<file path="config.mk">
export PLATFORM = sky130hd
export DESIGN_NAME = lcd_pattern_writer
export DESIGN_NICKNAME = d
export VERILOG_FILES = /design/src/rtl/lcd_pattern_writer.sv
export SDC_FILE = /design/constraint.sdc
export NUM_CORES = 1
export LEC_CHECK = 0
export ABC_AREA = 1
export CAP_MARGIN = 20
export CORE_MARGIN = 2
export CORE_UTILIZATION = 25
export DETAILED_ROUTE_END_ITERATION = 8
export PLACE_DENSITY = 0.48
export SLEW_MARGIN = 15
export SYNTH_ARGS = -nofsm -noshare
export SYNTH_HDL_FRONTEND = slang
export SYNTH_SLANG_ARGS = --single-unit
</file>
<file path="constraint.sdc">
create_clock -name clk_50m -period 4 [get_ports clk_50m]
set_clock_uncertainty 0.05 [all_clocks]
set_input_delay 0.4 -clock clk_50m [delete_from_list [all_inputs] [get_ports clk_50m]]
set_output_delay 0.4 -clock clk_50m [all_outputs]
set_load 0.03 [all_outputs]
</file>
<file path="src/rtl/lcd_pattern_writer.sv">
// lcd_pattern_writer
//   Periodic test-pattern frame generator that feeds the SDRAM write FIFO.
//   Every INTERVAL cycles (while SDRAM is ready) it writes one H_DISP x V_DISP
//   frame in one of four pattern modes, honouring FIFO backpressure. One
//   trigger that arrives mid-frame is queued; a further one is dropped and
//   flagged on the sticky overrun output.
//
// Ports
//   clk_50m          in   system clock
//   rst              in   asynchronous reset, active high
//   sdram_init_done  in   SDRAM ready; low aborts/holds the block idle
//   mode[1:0]        in   0 solid, 1 colour bars, 2 checker, 3 gradient
//   wr_full          in   FIFO cannot accept a word this cycle
//   wr_en            out  FIFO write strobe, qualifies wr_data
//   wr_data          out  pixel word, RGB565 in [15:0], upper bits zero
//   frame_busy       out  high while a frame is in progress (WRITE/DONE)
//   frame_done       out  one-cycle pulse in the DONE state
//   overrun          out  sticky flag: a frame trigger was dropped
//   color_idx[2:0]   out  current palette index
module lcd_pattern_writer #(
  parameter int DATA_W     = 16,
  parameter int H_DISP     = 800,
  parameter int V_DISP     = 480,
  parameter int INTERVAL   = 50_000_000,
  parameter int NUM_COLORS = 3,
  parameter int BAR_W      = H_DISP / 8,
  parameter int CHK_SHIFT  = 5
) (
  input  logic              clk_50m,
  input  logic              rst,
  input  logic              sdram_init_done,
  input  logic [1:0]        mode,
  input  logic              wr_full,
  output logic              wr_en,
  output logic [DATA_W-1:0] wr_data,
  output logic              frame_busy,
  output logic              frame_done,
  output logic              overrun,
  output logic [2:0]        color_idx
);

  localparam int X_W = (H_DISP   > 1) ? $clog2(H_DISP)   : 1;
  localparam int Y_W = (V_DISP   > 1) ? $clog2(V_DISP)   : 1;
  localparam int B_W = (BAR_W    > 1) ? $clog2(BAR_W)    : 1;
  localparam int C_W = (INTERVAL > 1) ? $clog2(INTERVAL) : 1;

  localparam logic [X_W-1:0] X_LAST  = X_W'(H_DISP - 1);
  localparam logic [Y_W-1:0] Y_LAST  = Y_W'(V_DISP - 1);
  localparam logic [B_W-1:0] B_LAST  = B_W'(BAR_W - 1);
  localparam logic [C_W-1:0] C_LAST  = C_W'(INTERVAL - 1);
  localparam logic [2:0]     NC_LAST = 3'(NUM_COLORS - 1);

  typedef enum logic [1:0] {S_IDLE, S_WRITE, S_DONE} state_t;

  function automatic logic [15:0] palette(input logic [2:0] idx);
    logic [15:0] c;
    case (idx)
      3'd0:    c = 16'hF800;
      3'd1:    c = 16'h07E0;
      3'd2:    c = 16'h001F;
      3'd3:    c = 16'hFFFF;
      3'd4:    c = 16'h0000;
      3'd5:    c = 16'hFFE0;
      3'd6:    c = 16'h07FF;
      default: c = 16'hF81F;
    endcase
    return c;
  endfunction

  // (a + b) mod NUM_COLORS for a, b < NUM_COLORS: one conditional subtract.
  function automatic logic [2:0] add_mod(input logic [2:0] a, input logic [2:0] b);
    logic [3:0] s;
    s = {1'b0, a} + {1'b0, b};
    if (s >= 4'(NUM_COLORS)) s = s - 4'(NUM_COLORS);
    return s[2:0];
  endfunction

  function automatic logic [15:0] pixel(input logic [1:0]     m,
                                        input logic [2:0]     col,
                                        input logic [X_W-1:0] px,
                                        input logic [Y_W-1:0] py,
                                        input logic [2:0]     bar,
                                        input logic [4:0]     fcnt);
    logic [31:0] xw;
    logic [31:0] yw;
    logic [15:0] p;
    // Widen so the fixed bit selects stay legal for tiny displays.
    xw = 32'(px);
    yw = 32'(py);
    case (m)
      2'd0:    p = palette(col);
      2'd1:    p = palette(add_mod(col, bar));
      2'd2:    p = (xw[CHK_SHIFT] ^ yw[CHK_SHIFT]) ? palette(col) : 16'h0000;
      default: p = {xw[4:0], yw[5:0], fcnt};
    endcase
    return p;
  endfunction

  state_t            state_q, state_d;
  logic [C_W-1:0]    cnt_q, cnt_d;
  logic [2:0]        color_q, color_d;
  logic [2:0]        fcolor_q, fcolor_d;
  logic [1:0]        mode_q, mode_d;
  logic [X_W-1:0]    x_q, x_d;
  logic [Y_W-1:0]    y_q, y_d;
  logic [B_W-1:0]    barcnt_q, barcnt_d;
  logic [2:0]        bar_q, bar_d;
  logic [4:0]        fcnt_q, fcnt_d;
  logic              pending_q, pending_d;
  logic              overrun_q, overrun_d;
  logic              wr_en_q, wr_en_d;
  logic [DATA_W-1:0] wr_data_q, wr_data_d;
  logic              busy_q, busy_d;
  logic              done_q, done_d;

  logic       tick;
  logic       start;
  logic       active;
  logic       emit;
  logic [2:0] color_next;

  // Values seen by the pixel path this cycle. On the start cycle the frame
  // registers are not loaded yet, so the first pixel is taken from the inputs
  // directly; this puts the first strobe one cycle after the trigger.
  logic [1:0]     cur_mode;
  logic [2:0]     cur_color;
  logic [X_W-1:0] cur_x;
  logic [Y_W-1:0] cur_y;
  logic [B_W-1:0] cur_barcnt;
  logic [2:0]     cur_bar;

  assign tick       = sdram_init_done && (cnt_q == C_LAST);
  assign color_next = tick ? ((color_q == NC_LAST) ? 3'd0 : color_q + 3'd1) : color_q;
  assign start      = sdram_init_done && (state_q == S_IDLE) && (tick || pending_q);
  assign active     = start || (sdram_init_done && (state_q == S_WRITE));
  assign emit       = active && !wr_full;

  assign cur_mode   = start ? mode       : mode_q;
  assign cur_color  = start ? color_next : fcolor_q;
  assign cur_x      = start ? '0         : x_q;
  assign cur_y      = start ? '0         : y_q;
  assign cur_barcnt = start ? '0         : barcnt_q;
  assign cur_bar    = start ? 3'd0       : bar_q;

  always_comb begin
    state_d   = state_q;
    cnt_d     = cnt_q;
    color_d   = color_next;
    fcolor_d  = fcolor_q;
    mode_d    = mode_q;
    x_d       = x_q;
    y_d       = y_q;
    barcnt_d  = barcnt_q;
    bar_d     = bar_q;
    fcnt_d    = fcnt_q;
    pending_d = pending_q;
    overrun_d = overrun_q;
    wr_en_d   = 1'b0;
    wr_data_d = wr_data_q;
    done_d    = 1'b0;

    if (sdram_init_done) cnt_d = tick ? '0 : cnt_q + C_W'(1);

    case (state_q)
      S_IDLE: begin
        if (start) begin
          state_d   = S_WRITE;
          mode_d    = mode;
          fcolor_d  = color_next;
          x_d       = '0;
          y_d       = '0;
          barcnt_d  = '0;
          bar_d     = 3'd0;
          // A fresh tick landing on the same cycle a queued one is consumed
          // becomes the new queued trigger.
          pending_d = pending_q && tick;
        end
      end
      S_WRITE, S_DONE: begin
        if (tick) begin
          if (pending_q) overrun_d = 1'b1;
          else           pending_d = 1'b1;
        end
        if (state_q == S_DONE) begin
          state_d = S_IDLE;
          fcnt_d  = fcnt_q + 5'd1;
        end
      end
      default: state_d = S_IDLE;
    endcase

    if (emit) begin
      wr_en_d   = 1'b1;
      wr_data_d = DATA_W'(pixel(cur_mode, cur_color, cur_x, cur_y, cur_bar, fcnt_q));
      if (cur_x == X_LAST) begin
        x_d      = '0;
        barcnt_d = '0;
        bar_d    = 3'd0;
        if (cur_y == Y_LAST) begin
          y_d     = '0;
          state_d = S_DONE;
          done_d  = 1'b1;
        end else begin
          y_d = cur_y + Y_W'(1);
        end
      end else begin
        x_d = cur_x + X_W'(1);
        if (cur_barcnt == B_LAST) begin
          barcnt_d = '0;
          bar_d    = (cur_bar == NC_LAST) ? 3'd0 : cur_bar + 3'd1;
        end else begin
          barcnt_d = cur_barcnt + B_W'(1);
        end
      end
    end

    // Losing SDRAM ready abandons the frame without a done pulse.
    if (!sdram_init_done) begin
      state_d   = S_IDLE;
      cnt_d     = '0;
      pending_d = 1'b0;
      wr_en_d   = 1'b0;
      done_d    = 1'b0;
    end

    busy_d = (state_d != S_IDLE);
  end

  always_ff @(posedge clk_50m or posedge rst) begin
    if (rst) begin
      state_q   <= S_IDLE;
      cnt_q     <= '0;
      color_q   <= 3'd0;
      fcolor_q  <= 3'd0;
      mode_q    <= 2'd0;
      x_q       <= '0;
      y_q       <= '0;
      barcnt_q  <= '0;
      bar_q     <= 3'd0;
      fcnt_q    <= 5'd0;
      pending_q <= 1'b0;
      overrun_q <= 1'b0;
      wr_en_q   <= 1'b0;
      wr_data_q <= '0;
      busy_q    <= 1'b0;
      done_q    <= 1'b0;
    end else begin
      state_q   <= state_d;
      cnt_q     <= cnt_d;
      color_q   <= color_d;
      fcolor_q  <= fcolor_d;
      mode_q    <= mode_d;
      x_q       <= x_d;
      y_q       <= y_d;
      barcnt_q  <= barcnt_d;
      bar_q     <= bar_d;
      fcnt_q    <= fcnt_d;
      pending_q <= pending_d;
      overrun_q <= overrun_d;
      wr_en_q   <= wr_en_d;
      wr_data_q <= wr_data_d;
      busy_q    <= busy_d;
      done_q    <= done_d;
    end
  end

  assign wr_en      = wr_en_q;
  assign wr_data    = wr_data_q;
  assign frame_busy = busy_q;
  assign frame_done = done_q;
  assign overrun    = overrun_q;
  assign color_idx  = color_q;

endmodule

</file>
======== After elaboration in Yosys (flattened, before gate mapping) ========
Index checks and enable logic that the tools add are counted.
word-level totals
  register bits after elaboration ......... 91
  latch bits .............................. 0
  RAM bits ................................ 0
  bits in read-only memories .............. 0
  input port bits ......................... 6
  output and inout port bits .............. 23
  word-level logic and storage cells ...... 121
  memories kept ........................... 0
cells by class
  $add $sub $neg .......................... 9
  $mul .................................... 0
  div/mod/pow operators ................... 0
  order comparisons ....................... 1
  equal/unequal tests ..................... 25
  shifts and indexed selects .............. 0
  muxes and demuxes ....................... 50
  bitwise logic cells ..................... 1
  reductions and logical operators ........ 19
operator list
  kind                     count
  $pmux W16 S7             2
  $mux W26                 2
  $pmux W16 S3             1
  $mux W9                  5
  $mux W10                 4
  $mux W3                  12
  $mux W7                  5
  $add A26 B1 Y26 const B  1
  $eq A26 B26 Y1 const B   1
  $eq A3 B2 Y1 const B     6
  $eq A3 B3 Y1 const B     6
  $mux W16                 1
  $mux W2                  7
  $add A10 B1 Y10 const B  1
  $eq A10 B10 Y1 const B   1
  $add A9 B1 Y9 const B    1
  $eq A9 B9 Y1 const B     1
  $mux W1                  9
  $add A7 B1 Y7 const B    1
  $eq A7 B7 Y1 const B     1
  $add A3 B1 Y3 const B    2
  $eq A3 B1 Y1 const B     2
  $logic_and A1 B1 Y1      6
  $logic_not A3 Y1         2
  18 further kinds         25

======== Logic depth before layout (Yosys ltp) ========
Gate-level depths: netlist (run 1).
  depth in word-level cells ............... 13
  mapped depth ............................ 30
  gate-level depth less buffers ........... 29

======== Worst setup path after synthesis (run 1) ========
OpenSTA, ideal clock, no wires.
  path kind ............................... register to register
  from .................................... register cnt_q[0]
  to ...................................... register wr_data_q[11], in the netlist wr_data[11]
  library setup time ...................... 0.126 ns
  arrival ................................. 3.487 ns
  data required time ...................... 3.824 ns
  setup slack ............................. 0.338 ns
  stages on the path, launching flop included .. 25
  buffers on the path ..................... 1
  clock period less this slack ............ 3.662 ns
  cells stage by stage .................... dfrtp_1 -> ha_1 -> nand2_1 -> nor2_1 -> nand2_2 -> nor2_4 -> nand3_4 -> a21oi_4 -> buf_2 -> nor2_1 -> ha_1 -> inv_1 -> fa_1 -> inv_1 -> ha_1 -> inv_1 -> or2_2 -> a21oi_1 -> inv_1 -> nor2_1 -> nor3_1 -> o21ai_0 -> nand2_1 -> nand2_1 -> a21oi_1
between the ends
  longest elaborated chain between the ends .. 13
  elaborated cells on any way between the ends .. 40
  classes of those cells .................. add/sub: 2; order compare: 1; eq/ne: 15; mux: 13; bitwise: 1; reduce/logical: 8
ends and longest elaborated chain
  what                                           line  source
  start, declared                                100   logic [C_W-1:0] cnt_q, cnt_d;
  start signal, assigned                         249   cnt_q <= cnt_d;
  $eq A26 B26 Y1 *                               132   assign tick = sdram_init_done && (cnt_q == C_LAST);
  $logic_and A1 B1 Y1 *                          132
  $logic_or A1 B1 Y1                             134   assign start = sdram_init_done && (state_q == S_IDLE) && (tick || pending_q);
  $logic_and A1 B1 Y1                            134
  $mux W3, on equally long branches              -
  $add A3 B3 Y4                                  73    s = {1'b0, a} + {1'b0, b};
  $ge A4 B2 Y1 or $sub A3 B2 Y3 (tied branches)  74    if (s >= 4'(NUM_COLORS)) s = s - 4'(NUM_COLORS);
  $mux W3                                        74
  $mux W3                                        90    case (m)
  $mux W3                                        192   if (emit) begin
  $eq A3 B3 Y1, or another cell as far along     57    case (idx)
  $pmux W16 S7                                   57
  $pmux W16 S3                                   90
  end signal, assigned                           261   wr_data_q <= wr_data_d;
  end, declared                                  112   logic [DATA_W-1:0] wr_data_q, wr_data_d;
Every way passes the cells marked *; elsewhere a longest branch is shown, timed or not. The select of a mux whose other input is x is not followed.
A chain may end at the register's enable or synchronous reset.

======== Worst setup path after layout (run 1) ========
  from .................................... register cnt_q[0]
  to ...................................... register wr_data_q[11], in the netlist wr_data[11]
between the ends
  longest elaborated chain between the ends .. 13
  elaborated cells on any way between the ends .. 40
  classes of those cells .................. add/sub: 2; order compare: 1; eq/ne: 15; mux: 13; bitwise: 1; reduce/logical: 8
ends and longest elaborated chain
  what                                           line  source
  $eq A26 B26 Y1 *                               132
  $logic_and A1 B1 Y1 *                          132
  $logic_or A1 B1 Y1                             134
  $logic_and A1 B1 Y1                            134
  $mux W3 *                                      -
  named net cur_color[0]                         126   logic [2:0] cur_color;
  $add A3 B3 Y4                                  73
  $ge A4 B2 Y1 or $sub A3 B2 Y3 (tied branches)  74
  $mux W3                                        74
  $mux W3                                        90
  $mux W3                                        192
  $eq A3 B3 Y1, or another cell as far along     57
  $pmux W16 S7                                   57
  $pmux W16 S3 *                                 90
Mark *: on every way through the listed nets, which the timed path passes. The rest lies on a longest branch. The select of a mux whose other input is x is not followed.

==> run summary, run 1 <==
The area overhead of the layout relative to synthesis came out at 20.48%. The number of global-route vias before repair came to ~4600. The measured slew at the worst slew-check pin is between 0.6 and 0.7 ns. The final-report setup violation count is 0. The smallest clock period supported by the final layout is computed as 3.758 ns. The height of the chip is between 150 and 200 um. The portion of the post-synthesis area used by sequential elements is 0.4232. The standard cell core area came out at 21090 um^2. After synthesis, the largest family of logic cells by area is simple AND/OR/NAND/NOR gates. The run finished with clean final reports.

The placement-stage cell area is slightly above 6000 um^2. Power spread over the standard cell area amounts to 283.6 nW/um^2. The first routing iteration left 209 violations. The maximum buffer depth of the clock tree came out at 2.

In the synthesized netlist the dominant register cell turns out to be sky130_fd_sc_hd__dfrtp_1. The total clock buffers created by CTS came out at 9. After synthesis the netlist holds a flip-flop and latch count of 91.

In this run the cell area of the synthesized design comes to 5381 um^2. The worst setup path is launched from a register. The highest-delay cell along the critical path is sky130_fd_sc_hd__fa_1.

Overall power consumption after layout is estimated at 1.839 mW. By area the synthesized netlist is led by sky130_fd_sc_hd__dfrtp_1 (42%), sky130_fd_sc_hd__nand2_1 (11%), sky130_fd_sc_hd__inv_1 (8.0%). The hold violation count in the final report was 0. Sorting the synthesized cells by how often they occur yields sky130_fd_sc_hd__nand2_1 (151), sky130_fd_sc_hd__inv_1 (115), sky130_fd_sc_hd__nor2_1 (106), sky130_fd_sc_hd__dfrtp_1 (91), sky130_fd_sc_hd__nand3_1 (47).

The initial core utilization came out at 0.2552. The clock latency on the worst-skew pair came out at between 0.3 and 0.4 ns. The post-synthesis compound-gate area fraction is 0.1004. The tightest min-delay check is of the reg -> reg type. The H-tree generated during clock tree synthesis spans 3 levels. The post-route standard cell area excluding fillers is 6484 um^2. The cell with the most instances after synthesis is sky130_fd_sc_hd__nand2_1.

The die outline area is roughly 23000 um^2. The boundary pin count came out at 29. Along the worst path, the maximum fanout reaches 5. The number of cell rows came out at 53. The master cell of the clock root buffer is sky130_fd_sc_hd__clkbuf_16. The diode insertion count for antenna repair came out at 0. Synthesis produced 732 cells. In this run the static leakage power is 3.138 nW.

The cell accounting for the most synthesized area is sky130_fd_sc_hd__dfrtp_1. The first TritonRoute pass finished after 5 iterations. The worst reg2reg path depth is 26. The count of port buffers added during placement is 28. Dividing the detail-routed wire length by the instance count gives between 10 and 15 um.

The remaining routing DRC violations came out at 0. The arrival time reported for the critical path endpoint is roughly 4 ns. The number of enable flip-flop cells after synthesis came out at 0.

The kind of critical path is reg -> reg. The largest vdd supply drop is 0.1880 mV. The area share of the largest cell type after synthesis is 0.4232. For this run, the share of the core covered by cells in the final layout is 0.3075.

Entering global routing, the biggest net connects between 50 and 60 pins. The TritonCTS sink count came out at 91. The initial antenna violation count came out at 0. STA puts the critical path data required time at 4.24 ns. In the finished design, the share of the clock period the worst path needs comes to 0.9394. The instance count along the most critical hold path came out at 1.

Using the TritonRoute via totals, the vias-per-cell ratio works out to 4.412. TritonCTS built the clock tree. The HPWL after detailed placement is approximately 9.7 mm. The final-report max-slew violation count came out at 0. The first-pass GRT wire length came out at between 20 and 25 mm. The number of warnings reported in the yosys synthesis log is 0. The peak clock frequency supported by timing came out at 0.2661 GHz. From left edge to right edge, the die measures roughly 150 um.

The congestion estimate from routability-driven global placement came to 0.8129. The clock-pin slew reported for the worst setup and hold paths after clock tree synthesis is 0.08 ns. The maximum single-stage delay on the critical path came out at 0.42 ns. The per-instance average area after synthesis came out at 7.352 um^2. The remaining antenna violation count after routing is 0.

For this run, asynchronously set or reset flops after synthesis account for 1.000. The number of different library cells in the post-synthesis netlist is 42. The total track usage came out at 0.1252. The final layout contains 798 nets. The max-capacitance violation count came out at 0.

The net count after synthesis is approximately 750. The mux cell area share after synthesis is 0. The routed wire length is around 13 mm. The via total after detailed routing came out at ~4700. The global-route congestion overflow total came out at 0. The cts-stage hold buffer count came out at 0. The adder-cell area share of the yosys netlist is 0.03627. Of the total synthesized cell area, the portion taken by XOR and XNOR cells is 0.02441.

The proportion of layout cells with a drive suffix above 1 is 0.1228. The worst-case headroom to the max-slew limit came out at 0.5637. STA classifies the critical path endpoint as a register. The simple-gate portion of the synthesized area came out at 0.3164.
[placed cells by master, fill, tap and decap left out, types with 4 or more instances in the layout]
cell type	count
sky130_fd_sc_hd__a21oi_1	24
sky130_fd_sc_hd__a21oi_2	4
sky130_fd_sc_hd__buf_4	20
sky130_fd_sc_hd__clkbuf_16	9
sky130_fd_sc_hd__clkdlybuf4s50_1	28
sky130_fd_sc_hd__dfrtp_1	91
sky130_fd_sc_hd__ha_1	11
sky130_fd_sc_hd__inv_1	110
sky130_fd_sc_hd__inv_2	8
sky130_fd_sc_hd__nand2_1	144
sky130_fd_sc_hd__nand2_2	16
sky130_fd_sc_hd__nand2_4	6
sky130_fd_sc_hd__nand3_1	47
sky130_fd_sc_hd__nand4_1	20
sky130_fd_sc_hd__nor2_1	103
sky130_fd_sc_hd__nor2_2	4
sky130_fd_sc_hd__nor2_4	5
sky130_fd_sc_hd__nor3_1	23
sky130_fd_sc_hd__o21ai_0	43
sky130_fd_sc_hd__o21bai_1	6
sky130_fd_sc_hd__xor2_1	12
[metal layers]
metal | up-vias | share of wire | global-route usage
li1 | 2428 | - | -
met1 | 2152 | 0.49 | 0.1710
met3 | 10 | 0.030 | 0.02636
met5 | - | 0 | 0
met2 | 73 | 0.47 | 0.2007
met4 | 0 | 0.010 | 0.03411
[worst paths after layout]
path / start / end / slack, ns
max in group asynchronous: rst / y_q[1] / 2.68
worst min register to register: fcnt_q[4] / fcnt_q[4] / 0.42
min in group asynchronous: rst / mode_q[1] / 0.45
worst max register to register: cnt_q[0] / wr_data[11] / 0.24
worst min-delay path: fcnt_q[4] / fcnt_q[4] / 0.42
worst max-delay path: cnt_q[0] / wr_data[11] / 0.24
[what timing repair did]
action / CTS / global route
setup buffers: 0 / 5
setup endpoints to repair: 0 / 16
gates resized for setup: 0 / 32
[cell families after synthesis]
group                    Yosys count
XOR/XNOR                          15
buffers and inverters            135
flip-flops                        91
adder cells (fa/ha/maj)           15
AO/OA/AOI/OAI                     95
AND/OR/NAND/NOR                  381
[critical path, delay by kind of cell, from the launching register on]
kind	cells	cell delay, ns
compound gates	4	0.57
fa+ha+maj	4	0.92
buf+inv	5	0.30
flops	1	0.40
simple gates	13	1.46
[flip-flops by register name, summed over array words and instances, names as in the netlist]
register,cells
wr_data,16
bar_q,3
y_q,9
fcnt_q,5
state_q,2
color_idx,3
pending_q,1
frame_done,1
fcolor_q,3
cnt_q,26
frame_busy,1
mode_q,2
barcnt_q,7
overrun,1
wr_en,1
x_q,10
[through the flow]
| stage | setup TNS (ns) | worst slack, ns | std cells | hold WS [ns] |
|---|---|---|---|---|
| detailed placement | 0 | 0.02243 | 1036 | 0.4070 |
| floorplan | 0 | 0.3376 | 732 | 0.3829 |
| CTS | 0 | 0.03366 | 1052 | 0.4153 |
| global route | -0.04688 | -0.02924 | 1057 | 0.4707 |
| finish | 0 | 0.2425 | 1057 | 0.4219 |
| global placement | 0 | 0.07591 | 1036 | 0.3998 |
[area by class of cell]
type,instances,area (um^2)
clock buffers,9,225.2
clock inverters,7,66.31
fillers,2317,14600
inverters,120,454.2
multi-input cells,506,2675
flip-flops and latches,91,2277
well taps,275,344.1
repair buffers,49,441.7
[where the power goes]
group | internal [mW] | leakage [nW] | switching [mW]
clock | 0.440 | 0.145 | 0.428
combinational | 0.0128 | 1.84 | 0.0336
sequential | 0.921 | 1.15 | 0.00282
Power figures use the tool's default switching activity.
==> run 2, diff against run 1 <==
--- a/config.mk
+++ b/config.mk
@@ -10,6 +10,7 @@
 export CORE_MARGIN = 2
 export CORE_UTILIZATION = 25
 export DETAILED_ROUTE_END_ITERATION = 8
+export MAX_ROUTING_LAYER = met4
 export PLACE_DENSITY = 0.48
 export SLEW_MARGIN = 15
 export SYNTH_ARGS = -nofsm -noshare
==> run 2 against run 1 <==
  * Sequential power hardly changed
  * Worst hold slack hardly changed
  * Design area stayed put
  * Worst setup slack worse by 0.0013 ns
  * Global-route usage is 0.37 points higher
  * Fmax hardly changed
  * Count of clock-buffer cells in the layout stayed put
  * Critical path type unchanged
  * Critical endpoint unchanged
  * Largest cell class unchanged
  * Largest power group unchanged
==> run summary, run 2 (same netlist as run 1, synthesis figures left out) <==
The flow ran to the end, and the final reports show no timing, DRC or antenna violations. The total clock buffers created by CTS came out at 9 (unchanged). The switching power came out at 463.2 uW (-0.23%).

The remaining routing DRC violations was 0 (unchanged). The measured slew at the worst slew-check pin came out at 0.6530 ns (-0.001447 ns). The maximum fanout count along the critical path came out at 5 (unchanged). The path type of the worst min-delay path is reg -> reg. The height of the chip was 150.7 um (unchanged).

The footprint of the multi-input gates is 2675 um^2 (unchanged). The maximum number of pins on one net before global-route repair is 51 (unchanged). The via-per-instance ratio is 4.412 (unchanged). The arrival time reported for the critical path endpoint is 3.99 ns (about the same).

The worst setup path is captured at a register. The cell-internal power came out at 1.374 mW (about the same). The depth of the CTS H-tree came out at 3 (unchanged). The diode insertion count for antenna repair came to 0 (unchanged). The leakage power is 3.138 nW (unchanged). The number of detailed-route iterations in the first pass came out at 7 (+2). The sum of internal, switching and leakage power came out at 1.838 mW (about the same).

The combinational share of power came out at 0.025 (about the same). The final-report setup violation count is 0 (unchanged). By startpoint and endpoint, the worst setup path is classified as reg -> reg. The final-report max-slew violation count is 0 (unchanged). The hold violation count in the final report came out at 0 (unchanged). The count of port buffers added during placement is 28 (unchanged). The area overhead of the layout relative to synthesis came out at 20.48% (unchanged).

The routed wire length is 13.53 mm (+0.29%). The standard cell core area is 21090 um^2 (unchanged). The final weighted congestion in routability-driven placement came out at 0.8249 (+1.5%). TritonCTS built the clock tree. The layout net count came out at 798 (unchanged). The clock-pin slew reported for the worst setup and hold paths after clock tree synthesis is 0.08 ns (about the same). The number of cells in the design after placement came out at 1036 (unchanged). The fraction of power spent switching nets came out at 0.2520 (-0.0004214). The layout filler cell count is 2317 (unchanged).

Leaving out fill and tap cells, the most frequent cells in the layout are sky130_fd_sc_hd__nand2_1 (144), sky130_fd_sc_hd__inv_1 (110), sky130_fd_sc_hd__nor2_1 (103), sky130_fd_sc_hd__dfrtp_1 (91), sky130_fd_sc_hd__nand3_1 (47). The global-route congestion overflow total came out at 0 (unchanged). The most common library cell in the layout ignoring fill and taps is sky130_fd_sc_hd__nand2_1. The initial core utilization was 0.2552 (unchanged).

The via total after detailed routing is 4663 (unchanged). The number of cell rows is 53 (unchanged). The initial antenna violation count is 0 (unchanged). The part of the power in the clock network came out at 0.472 (about the same).

The TritonCTS sink count is 91 (unchanged). The largest register by flop count is cnt_q. The clock latency on the worst-skew pair came to 0.35 ns (about the same).

The remaining antenna violation count after routing is 0 (unchanged). The peak clock frequency supported by timing came out at 0.2660 GHz (about the same). The largest vdd supply drop is 0.1877 mV (-0.17%). The number of DRC markers after the initial detailed-route iteration came out at 216 (+3.3%). The fraction of the cycle the final worst path needs is 0.9397 (about the same). The proportion of layout cells with a drive suffix above 1 is 0.1228 (unchanged). The launching element type of the critical path is a register. The post-route worst hold slack was 0.4219 ns (-0.00003400 ns). The first-pass GRT wire length is 22.56 mm (about the same). The worst-case headroom to the max-slew limit is 0.5647 (+0.0009650).

The final critical delay including setup and external delays is 3.759 ns (+0.001338 ns). The post-layout utilization of the core was 0.3075 (unchanged). Among all stages on the critical path, the largest delay is contributed by sky130_fd_sc_hd__fa_1. The maximum buffer depth of the clock tree came to 2 (unchanged). The data required time of the critical path is 4.24 ns (about the same). The sequential cell area is 2277 um^2 (unchanged). The detailed-placement wirelength estimate was 9.665 mm (unchanged).

The power per cell area came out at 283.4 nW/um^2 (about the same). The boundary pin count came out at 29 (unchanged). The sequential cell fraction of total power came out at 0.503 (about the same).

The max-capacitance violation count came out at 0 (unchanged). The total track usage is 0.1289 (+0.003700). The number of global-route vias before repair is 4547 (-0.20%).

In this run the clock root is driven by a sky130_fd_sc_hd__clkbuf_16. The width of the chip is 150.7 um (unchanged). The maximum single-stage delay on the critical path came to 0.42 ns (about the same). The routed wire length per instance came out at 12.80 um (+0.29%).

The final cell count without fillers came out at 1057 (unchanged). The die outline area was 22720 um^2 (unchanged). The number of flip-flops under the largest register name is 26 (unchanged).
-- run 2: path summary, 6_finish.rpt --
path | startpoint | to | slack (ns) | cells past startpoint
min in group asynchronous | rst | mode_q[1] | 0.45 | 2
hold / removal | fcnt_q[4] | fcnt_q[4] | 0.42 | 1
hold reg to reg | fcnt_q[4] | fcnt_q[4] | 0.42 | 1
setup reg to reg | cnt_q[0] | wr_data[11] | 0.24 | 26
setup / recovery | cnt_q[0] | wr_data[11] | 0.24 | 26
max in group asynchronous | rst | y_q[1] | 2.68 | 3
-- run 2: metal layers --
metal	wire, um	up-vias	global-route usage
met5	0	-	-
met4	140	0	0.03411
met3	404	10	0.02576
met2	6319	74	0.2007
met1	6667	2153	0.1716
li1	-	2426	-
-- run 2: repair_timing --
action                     CTS  global route
hold buffers                 0             0
setup endpoints to repair    0            16
setup buffers                0             5
resized for setup            0            32
-- run 2: worst max-delay path: cells and delay by family (launching register included) --
kind,cells,cell delay [ns]
AOI/OAI and AO/OA,4,0.57
and+or+nand+nor,13,1.46
buffers and inverters,5,0.30
adders and majority gates,4,0.92
DFF,1,0.40
-- run 2: area by class of cell --
cell class                 count  area share
multi-input combinational    506      0.4126
sequential                    91      0.3512
inverter                     120     0.07005
timing repair buffer          49     0.06812
tap                          275     0.05307
clock buffer                   9     0.03474
clock inverter                 7     0.01023
-- run 2: stage by stage --
step / TNS [ns] / worst slack, ns / cell area [um^2]
floorplan: 0 / 0.3376 / 5381
global placement: 0 / 0.07591 / 6046
detailed placement: 0 / 0.02243 / 6046
CTS: 0 / 0.03366 / 6337
global route: -0.04226 / -0.02824 / 6484
finish: 0 / 0.2411 / 6484
-- run 2: power groups by stage --
stage	Clock (mW)	Sequential, mW	Combinational [mW]
after floorplan	0	0.941	0.0265
after global placement	0	0.941	0.0467
after detailed placement	0	0.941	0.0470
after CTS	0.903	0.923	0.0472
after global routing	0.937	0.925	0.0534
final	0.867	0.924	0.0464
==> run 3, diff against run 2 <==
--- a/config.mk
+++ b/config.mk
@@ -9,6 +9,7 @@
 export CAP_MARGIN = 20
 export CORE_MARGIN = 2
 export CORE_UTILIZATION = 25
+export CTS_BUF_LIST = sky130_fd_sc_hd__clkbuf_16
 export DETAILED_ROUTE_END_ITERATION = 8
 export MAX_ROUTING_LAYER = met4
 export PLACE_DENSITY = 0.48
==> results of run 3 <==
Same layout as run 2: the final DEF is identical, and so are final timing and power.
